$ cat config.mk
export PLATFORM = sky130hd
export DESIGN_NAME = bcd_sum_display
export DESIGN_NICKNAME = d
export VERILOG_FILES = /design/src/rtl/bcd_sum_display_pkg.sv /design/src/rtl/bcd_sum_display_seg7_encoder.sv /design/src/rtl/bcd_sum_display.sv
export SDC_FILE = /design/constraint.sdc
export NUM_CORES = 1
export LEC_CHECK = 0
export ABC_AREA = 0
export BUFFER_PORTS_ARGS = -buffer_cell sky130_fd_sc_hd__clkbuf_2
export CORE_MARGIN = 3
export CORE_UTILIZATION = 50
export CTS_CLUSTER_SIZE = 12
export DETAILED_ROUTE_END_ITERATION = 12
export HOLD_SLACK_MARGIN = 0.15
export PLACE_DENSITY_LB_ADDON = 0.3
export SYNTH_ARGS = -nofsm -noshare
export SYNTH_HDL_FRONTEND = slang
export SYNTH_SLANG_ARGS = --single-unit
$ cat constraint.sdc
create_clock -name clk -period 2.7 [get_ports clk]
set_clock_uncertainty 0.1 [all_clocks]
set_input_delay 0.405 -clock clk [delete_from_list [all_inputs] [get_ports clk]]
set_output_delay 0.405 -clock clk [all_outputs]
set_load 0.05 [all_outputs]
$ cat src/rtl/bcd_sum_display_pkg.sv
// Shared definitions for the BCD sum display: FSM encodings, segment codes
// ({a,b,c,d,e,f,g}, active-high) and digit-enable patterns.
package bcd_sum_display_pkg;

  typedef enum logic [1:0] {
    ST_IDLE = 2'd0,
    ST_ADD  = 2'd1,
    ST_SHOW = 2'd2
  } state_t;

  localparam logic [6:0] SEG_0     = 7'b1111110;
  localparam logic [6:0] SEG_1     = 7'b0110000;
  localparam logic [6:0] SEG_2     = 7'b1101101;
  localparam logic [6:0] SEG_3     = 7'b1111001;
  localparam logic [6:0] SEG_4     = 7'b0110011;
  localparam logic [6:0] SEG_5     = 7'b1011011;
  localparam logic [6:0] SEG_6     = 7'b1011111;
  localparam logic [6:0] SEG_7     = 7'b1110000;
  localparam logic [6:0] SEG_8     = 7'b1111111;
  localparam logic [6:0] SEG_9     = 7'b1111011;
  localparam logic [6:0] SEG_E     = 7'b1001111;
  localparam logic [6:0] SEG_BLANK = 7'b0000000;

  localparam logic [1:0] DIG_OFF  = 2'b00;
  localparam logic [1:0] DIG_ONES = 2'b01;
  localparam logic [1:0] DIG_TENS = 2'b10;

  localparam logic [3:0] BCD_MAX = 4'd9;

endpackage

$ cat src/rtl/bcd_sum_display_seg7_encoder.sv
// Combinational digit-to-segment encoder. Blank has priority over error,
// error over the digit value. Codes are the inverse of the upstream decoder.
module bcd_sum_display_seg7_encoder
  import bcd_sum_display_pkg::*;
(
  input  logic [3:0] i_digit,
  input  logic       i_blank,
  input  logic       i_err,
  output logic [6:0] o_seg
);

  // Priority select: blank, then error glyph, then the decimal digit.
  always_comb begin
    o_seg = SEG_BLANK;
    if (i_blank) begin
      o_seg = SEG_BLANK;
    end else if (i_err) begin
      o_seg = SEG_E;
    end else begin
      case (i_digit)
        4'd0:    o_seg = SEG_0;
        4'd1:    o_seg = SEG_1;
        4'd2:    o_seg = SEG_2;
        4'd3:    o_seg = SEG_3;
        4'd4:    o_seg = SEG_4;
        4'd5:    o_seg = SEG_5;
        4'd6:    o_seg = SEG_6;
        4'd7:    o_seg = SEG_7;
        4'd8:    o_seg = SEG_8;
        4'd9:    o_seg = SEG_9;
        default: o_seg = SEG_E;
      endcase
    end
  end

endmodule

$ cat src/rtl/bcd_sum_display.sv
// Adds two decoded BCD digits and shows the result on a time-multiplexed
// two-digit 7-segment display.
// Handshake: an operand pair is taken at a rising edge where in_valid and
// in_ready are both high; in_ready depends only on the FSM state (low for
// the single ADD cycle), never on in_valid.
module bcd_sum_display
  import bcd_sum_display_pkg::*;
#(
  parameter int REFRESH_DIV = 50000
) (
  input  logic       clk,
  input  logic       rst_n,
  input  logic       in_valid,
  output logic       in_ready,
  input  logic [3:0] op_a,
  input  logic [3:0] op_b,
  output logic [4:0] sum_bin,
  output logic       sum_valid,
  output logic       err,
  output logic [6:0] seg,
  output logic [1:0] dig_en,
  output logic [1:0] dbg_state
);

  localparam int CNT_W = (REFRESH_DIV > 1) ? $clog2(REFRESH_DIV) : 1;
  localparam logic [CNT_W-1:0] CNT_MAX = CNT_W'(REFRESH_DIV - 1);

  state_t           r_state;
  state_t           w_state_nxt;
  logic [3:0]       r_op_a;
  logic [3:0]       r_op_b;
  logic [4:0]       r_sum_bin;
  logic             r_tens;
  logic [3:0]       r_ones;
  logic             r_err;
  logic             r_sum_valid;
  logic [CNT_W-1:0] r_cnt;
  logic             r_scan_sel;

  logic             w_capture;
  logic [4:0]       w_sum;
  logic             w_tens;
  logic [3:0]       w_ones;
  logic             w_err;
  logic [3:0]       w_enc_digit;
  logic             w_enc_blank;
  logic             w_enc_err;
  logic [6:0]       w_enc_seg;

  assign w_capture = in_valid & in_ready;

  // Adder and BCD split; low nibble arithmetic wraps mod 16, which yields
  // the correct ones digit for every in-range sum (0..18).
  assign w_sum  = {1'b0, r_op_a} + {1'b0, r_op_b};
  assign w_tens = (w_sum >= 5'd10);
  assign w_ones = w_sum[3:0] - (w_tens ? 4'd10 : 4'd0);
  assign w_err  = (r_op_a > BCD_MAX) | (r_op_b > BCD_MAX);

  // State register.
  always_ff @(posedge clk or negedge rst_n) begin
    if (!rst_n) r_state <= ST_IDLE;
    else        r_state <= w_state_nxt;
  end

  // Next-state logic: capture always goes to ADD, ADD lasts one cycle.
  always_comb begin
    w_state_nxt = r_state;
    case (r_state)
      ST_IDLE: if (w_capture) w_state_nxt = ST_ADD;
      ST_ADD:  w_state_nxt = ST_SHOW;
      ST_SHOW: if (w_capture) w_state_nxt = ST_ADD;
      default: w_state_nxt = ST_IDLE;
    endcase
  end

  // Operand capture registers.
  always_ff @(posedge clk or negedge rst_n) begin
    if (!rst_n) begin
      r_op_a <= 4'd0;
      r_op_b <= 4'd0;
    end else if (w_capture) begin
      r_op_a <= op_a;
      r_op_b <= op_b;
    end
  end

  // Result registers: loaded at the end of ADD; sum_valid drops while a
  // new pair is being added since nothing is displayed then.
  always_ff @(posedge clk or negedge rst_n) begin
    if (!rst_n) begin
      r_sum_bin   <= 5'd0;
      r_tens      <= 1'b0;
      r_ones      <= 4'd0;
      r_err       <= 1'b0;
      r_sum_valid <= 1'b0;
    end else if (r_state == ST_ADD) begin
      r_sum_bin   <= w_sum;
      r_tens      <= w_tens;
      r_ones      <= w_ones;
      r_err       <= w_err;
      r_sum_valid <= ~w_err;
    end else if (w_capture) begin
      r_sum_valid <= 1'b0;
    end
  end

  // Refresh counter and scan select: cleared during ADD so each new result
  // starts on the ones digit; toggles digit after REFRESH_DIV cycles.
  always_ff @(posedge clk or negedge rst_n) begin
    if (!rst_n) begin
      r_cnt      <= '0;
      r_scan_sel <= 1'b0;
    end else if (r_state != ST_SHOW) begin
      r_cnt      <= '0;
      r_scan_sel <= 1'b0;
    end else if (r_cnt == CNT_MAX) begin
      r_cnt      <= '0;
      r_scan_sel <= ~r_scan_sel;
    end else begin
      r_cnt      <= r_cnt + CNT_W'(1);
    end
  end

  // Output decode from state: ready, digit enable and encoder inputs.
  always_comb begin
    in_ready    = (r_state != ST_ADD);
    dig_en      = DIG_OFF;
    w_enc_digit = 4'd0;
    w_enc_blank = 1'b1;
    w_enc_err   = 1'b0;
    if (r_state == ST_SHOW) begin
      if (!r_scan_sel) begin
        dig_en      = DIG_ONES;
        w_enc_digit = r_ones;
        w_enc_blank = 1'b0;
        w_enc_err   = r_err;
      end else begin
        dig_en      = DIG_TENS;
        w_enc_digit = {3'b000, r_tens};
        w_enc_blank = ~r_tens | r_err;
        w_enc_err   = 1'b0;
      end
    end
  end

  bcd_sum_display_seg7_encoder u_enc (
    .i_digit (w_enc_digit),
    .i_blank (w_enc_blank),
    .i_err   (w_enc_err),
    .o_seg   (w_enc_seg)
  );

  assign seg       = w_enc_seg;
  assign sum_bin   = r_sum_bin;
  assign sum_valid = r_sum_valid;
  assign err       = r_err;
  assign dbg_state = r_state;

endmodule

Yosys cells after proc, flatten, opt, wreduce, memory -nomap -nowiden
Memory sizes are Yosys's and may differ from the RTL's. Index checks and enable logic that the tools add are counted.

Logic and storage cells: 52. Register bits after elaboration: 39. Memory bits (read-only): 112. Memories: 1. Output and inout bits: 19. Bits of input ports: 11.

Memory list: (name not given) (depth 16, bits a word 7, read ports 1, clocked after memory_dff 0, wr ports 0, line bcd_sum_display_seg7_encoder.sv:20) `case (i_digit)`.

Add/sub/neg operators: 3. $lt $le $gt $ge: 3. Eq/ne operators: 6. Bitwise operators: 6. Reduce and logical (&&, ||, !) cells: 4. Mux-type cells: 19.

Operators with widths (count): two-way mux 16 bit (2); adder 16 x 1 -> 16 bit, second input constant (1); == test 16 bit, second input constant (1); two-way mux 7 bit (2); two-way mux 4 bit (3); greater-than comparator 4 bit, second input constant (2); two-way mux 1 bit (8); two-way mux 2 bit (3); adder 4 x 4 -> 5 bit (1); >= comparator 5 x 4 -> 1 bit, second input constant (1); inequality test 2 x 1 -> 1 bit, second input constant (2); one-hot mux 2 bit (2 select lines) (1); nonzero test 2 bit (2); subtractor 4 bit (1); inverter 1 bit (3); == test 2 x 1 -> 1 bit, second input constant (1); == test 2 bit, second input constant (1); zero test 2 bit (1); inequality test 2 bit, second input constant (1); bitwise OR 1 bit (2); OR reduction 2 bit (1); AND 1 bit (1).

Longest topological paths before layout
Depth after elaboration: 5. Mapped depth: 12. Depth with buffers taken out: 12.

Hierarchy
Synthesis repeated with hierarchy kept, for this count alone.

Cells, all modules: 217. Area total of the unflattened synthesis: 2138.3 um^2.

By module, submodules not included: bcd_sum_display (cells an instance 186, instances 1, seq. area each 950.9 um^2, area an instance 1925.6 um^2); bcd_sum_display_seg7_encoder (cells an instance 31, instances 1, seq. area each 0.0 um^2, area an instance 212.7 um^2).

Worst setup path after synthesis
Ideal clock, no wire load.

Path kind: flip-flop to output port. From: register r_state[0], in the netlist dbg_state[0]. To: output port seg[5]. Stages on the path, launching flop included: 8. Required time: 2.195 ns. Slack: -0.666 ns. Path buffers: 1. Arrival: 2.861 ns. Cell sequence: dfrtp_1 nand2b_1 nor2_1 buf_2 nand2_1 ha_1 inv_1 a31oi_1.

Cells in the longest elaborated chain, start to end: 5. Elaborated cells on any way between the ends: 7. Those cells by class: 1 x eq/ne; 5 x mux; 1 x memory.

Ends and longest elaborated chain: from (decl) (line bcd_sum_display.sv:28) `state_t r_state;`; from (signal assigned) (line bcd_sum_display.sv:62) `else r_state <= w_state_nxt;`; == test 2 bit (*) (line bcd_sum_display.sv:131) `if (r_state == ST_SHOW) begin`; two-way mux 4 bit (line bcd_sum_display.sv:131); memory read (16 x 7 bit); two-way mux 7 bit (line bcd_sum_display_seg7_encoder.sv:17) `end else if (i_err) begin`; two-way mux 7 bit (*) (line bcd_sum_display_seg7_encoder.sv:15) `if (i_blank) begin`; to (decl) (line bcd_sum_display.sv:20) `output logic [6:0] seg,`.

Every way passes the cells marked *; elsewhere a longest branch is shown, timed or not.

Final worst setup path
From: register r_scan_sel. To: output port seg[2].

Cells in the longest elaborated chain, start to end: 5. Elaborated cells on any way between the ends: 9. Those cells by class: 8 x mux; 1 x memory.

Ends and longest elaborated chain: from (decl) (line bcd_sum_display.sv:38) `logic r_scan_sel;`; from (signal assigned) (line bcd_sum_display.sv:118) `r_scan_sel <= ~r_scan_sel;`; two-way mux 4 bit (line bcd_sum_display.sv:132) `if (!r_scan_sel) begin`; two-way mux 4 bit (line bcd_sum_display.sv:131); memory read (16 x 7 bit); two-way mux 7 bit (line bcd_sum_display_seg7_encoder.sv:17); two-way mux 7 bit (*) (line bcd_sum_display_seg7_encoder.sv:15).

Marked as above.

==> results.yml <==
floorplanning:
  start_util: 0.5245
  rows: 23
  die_area_um2: 5042
  die_h_um: 71.01
  ios: 30
  core-area_um2: 4029
  fp.dieW_um: 71.01
synthesis:
  synth.net_count: 241
  ys_seq_elements: 38
  synth_top_area_share: 0.4500
  synth_ff_type: "dfrtp_1"
  synth.most_common_cell: "dfrtp_1"
  ys_types: 39
  async_reset_ff_frac: 1.000
  synth_area_leaders: "dfrtp_1 (45%), ha_1 (7.7%), mux2_2 (5.3%), nor2_1 (4.8%), xor2_1 (4.1%)"
  synthCells: 216
  synth_area_per_cell_um2: 9.784
  synth_common_cells: "dfrtp_1 (38), nor2_1 (27), nand2_1 (21)"
  yosysTopAreaCell: "dfrtp_1"
  syn_area_um2: 2113
  synth_edf_count: 0
  yosysSeqAreaShare: 0.4500
  yosysWarnings: 0
global_route:
  grt_usage: 0.1711
  grt_pass1_vias: 1526
  grt_max_degree: 23
  antenna_found_initial: 0
  grt.overflow.total: 0
  grt_pass1_wl_um: 6900
clock_tree:
  cts_root_buffer: "clkbuf_8"
  clock_latency_ns: 0.29
  h-tree-depth: 2
  cts_sinks: 38
  clkTransAtPathRegs_ns: 0.07
  numCtsBuffers: 5
  clock_path_buffers: 2
  cts_tree: "done"
flow_run:
  drv_cap: 0
route:
  wl_per_cell_um: 13.83
  totalWireLength_um: 4286
  drc_errors: 0
  drt_iter0_drc: 49
  vias: 1646
  wl_met1_um: 1926
  firstDrtPassIters: 4
  routed.top_layer: "met4"
  wl_met2_um: 2156
  ant_nets: 0
  vias_per_cell: 5.310
  wl_met3_um: 132
timing:
  fin_crit_ns: 2.673
  finalSetupViolations: 0
  min_period_over_period: 0.9902
  slew_headroom: 0.5843
  worst_slack_ns: 0.02651
  timing.fmax_mhz: 374.0
  hold_viol: 0
  rsz0062_at_grt: "true"
  tightest_slew_ns: 0.6178
  slew_viol_final: 0
worst_setup_path:
  required_ns: 2.19
  cp-start-kind: "flip-flop"
  cp_slowest_stage_delay_ns: 0.43
  critical_path.slowest_cell: "dfrtp_2"
  critical_path.cell_chain: "mux2i_1 > nor2_2 > inv_2 > ha_1 > nand2_1 > o32a_1 > o221ai_2 > and2_4 > buf_8"
  worst-endpoint-arrival_ns: 2.17
  endpoint_kind: "output pin"
  path_max_fanout: 5
  worstSetupPathType: "reg2out"
layout:
  nets: 284
  fillerInstances: 332
  drive_above_1_share: 0.3269
  area_growth_pct: 24.04
  antenna_cells: 0
  fin_util: 0.6506
  final_cells: 310
place:
  dp_slack_ns: 0.1103
  hpwl_um: 2975
  gp_congestion: 0.8176
  dp_cells: 293
  portBuffers: 29
power:
  seqPwrFrac: 0.353
  swShare: 0.3770
  pwr_density_cell_nw_per_um2: 822.1
  p_clk_frac: 0.274
  power.leakage_uw: 0.001209
  finalPower_uw: 2155
  p_int_uw: 1343
  peakVddDrop_mv: 0.4351
  comb_power_share: 0.373
  p_switching_uw: 812.4
hold_path:
  worst_hold_path_type: "in2reg"
run_status:
  status: "finished, final reports clean"
## critical path, delay by kind of cell (launching register included)
kind | cells | cell delay [ns]
AO/OA/AOI/OAI | 2 | 0.51
flip-flops | 1 | 0.43
AND/OR/NAND/NOR | 3 | 0.32
multiplexers | 1 | 0.24
buffers and inverters | 2 | 0.23
adder cells (fa/ha/maj) | 1 | 0.15
## kinds of logic (layout without fill, tap and decap cells)
family	count (synthesis)	after routing	synth area share
AOI/OAI and AO/OA	37	37	0.1084
xor gates and xnor gates	16	16	0.06631
adders and majority gates	14	14	0.08644
buffers and inverters	19	63	0.04144
DFF	38	38	0.4500
muxes	12	12	0.06276
and+or+nand+nor	80	80	0.1847
## metal layers
metal,up-vias,global-route usage
met3,7,0.03125
met1,798,0.2281
met4,0,0.07307
li1,816,-
met5,-,0
met2,25,0.2739
## through the flow
stage          TNS, ns  hold WS, ns  area, µm²
4_1_cts              0       0.2358       2509
6_report             0       0.2445       2621
2_1_floorplan        0     0.009409       2141
3_3_place_gp         0       0.3207       2333
5_1_grt        -0.3030       0.2395       2621
3_5_place_dp         0       0.3188       2333
## state kept, by name (all words and copies together), names as in the netlist
register / cells
dbg_state: 2
err: 1
r_cnt: 16
r_ones: 3
r_op_a: 4
r_op_b: 4
r_scan_sel: 1
r_tens: 1
sum_bin: 5
sum_valid: 1
## worst paths after layout
| kind | startpoint | endpoint | slack [ns] | depth (start not counted) |
|---|---|---|---|---|
| setup / recovery | r_scan_sel | seg[2] | 0.03 | 9 |
| hold / removal | op_b[2] | r_op_b[2] | 0.24 | 2 |
| setup reg to reg | r_op_a[0] | r_ones[3] | 0.17 | 12 |
| hold reg to reg | sum_bin[4] | sum_bin[4] | 0.38 | 2 |
| max in group asynchronous | rst_n | r_op_b[2] | 1.34 | 3 |
| min in group asynchronous | rst_n | r_tens | 0.53 | 2 |
## power groups by stage
stage	logic, µW	clock network, µW	registers, µW
after detailed placement	719	0	766
after global routing	885	628	776
after CTS	737	608	754
after floorplan	464	0	852
final	805	589	761
after global placement	714	0	764
## layout by cell type (no fill, tap or decap), types with 3 or more instances in the layout
cell type and n:
a21boi_0 3, a21o_1 3, a21oi_1 4, a31oi_1 4, buf_4 12, clkbuf_2 28, clkbuf_8 6, dfrtp_1 35
dfrtp_2 3, ha_1 11, inv_1 11, mux2_2 10, nand2_1 20, nand3_1 9, nand3b_1 3, nor2_1 24
nor4_1 3, o21a_1 4, o21ai_0 11, xnor2_1 6, xor2_1 9
## layout make-up
cell class | instances | area, µm² | area share
well taps | 50 | 62.56 | 0.02387
flip-flops and latches | 38 | 954.7 | 0.3642
multi-input cells | 159 | 1157 | 0.4415
repair buffers | 42 | 255.2 | 0.09737
clock buffers | 6 | 82.58 | 0.03150
inverters | 13 | 48.80 | 0.01862
clock inverters | 2 | 60.06 | 0.02291
## timing repair
item / 4_1_cts / 5_1_grt
pin swaps: 0 / 6
cloned: 0 / 0
hold buffers: 1 / 0
hold endpoints to repair: 21 / 0
buffers inserted: 1 / 7
resized for setup: 5 / 17
endpoints found under the setup margin: 2 / 4
Note: power is estimated with default switching activity, not from simulation.
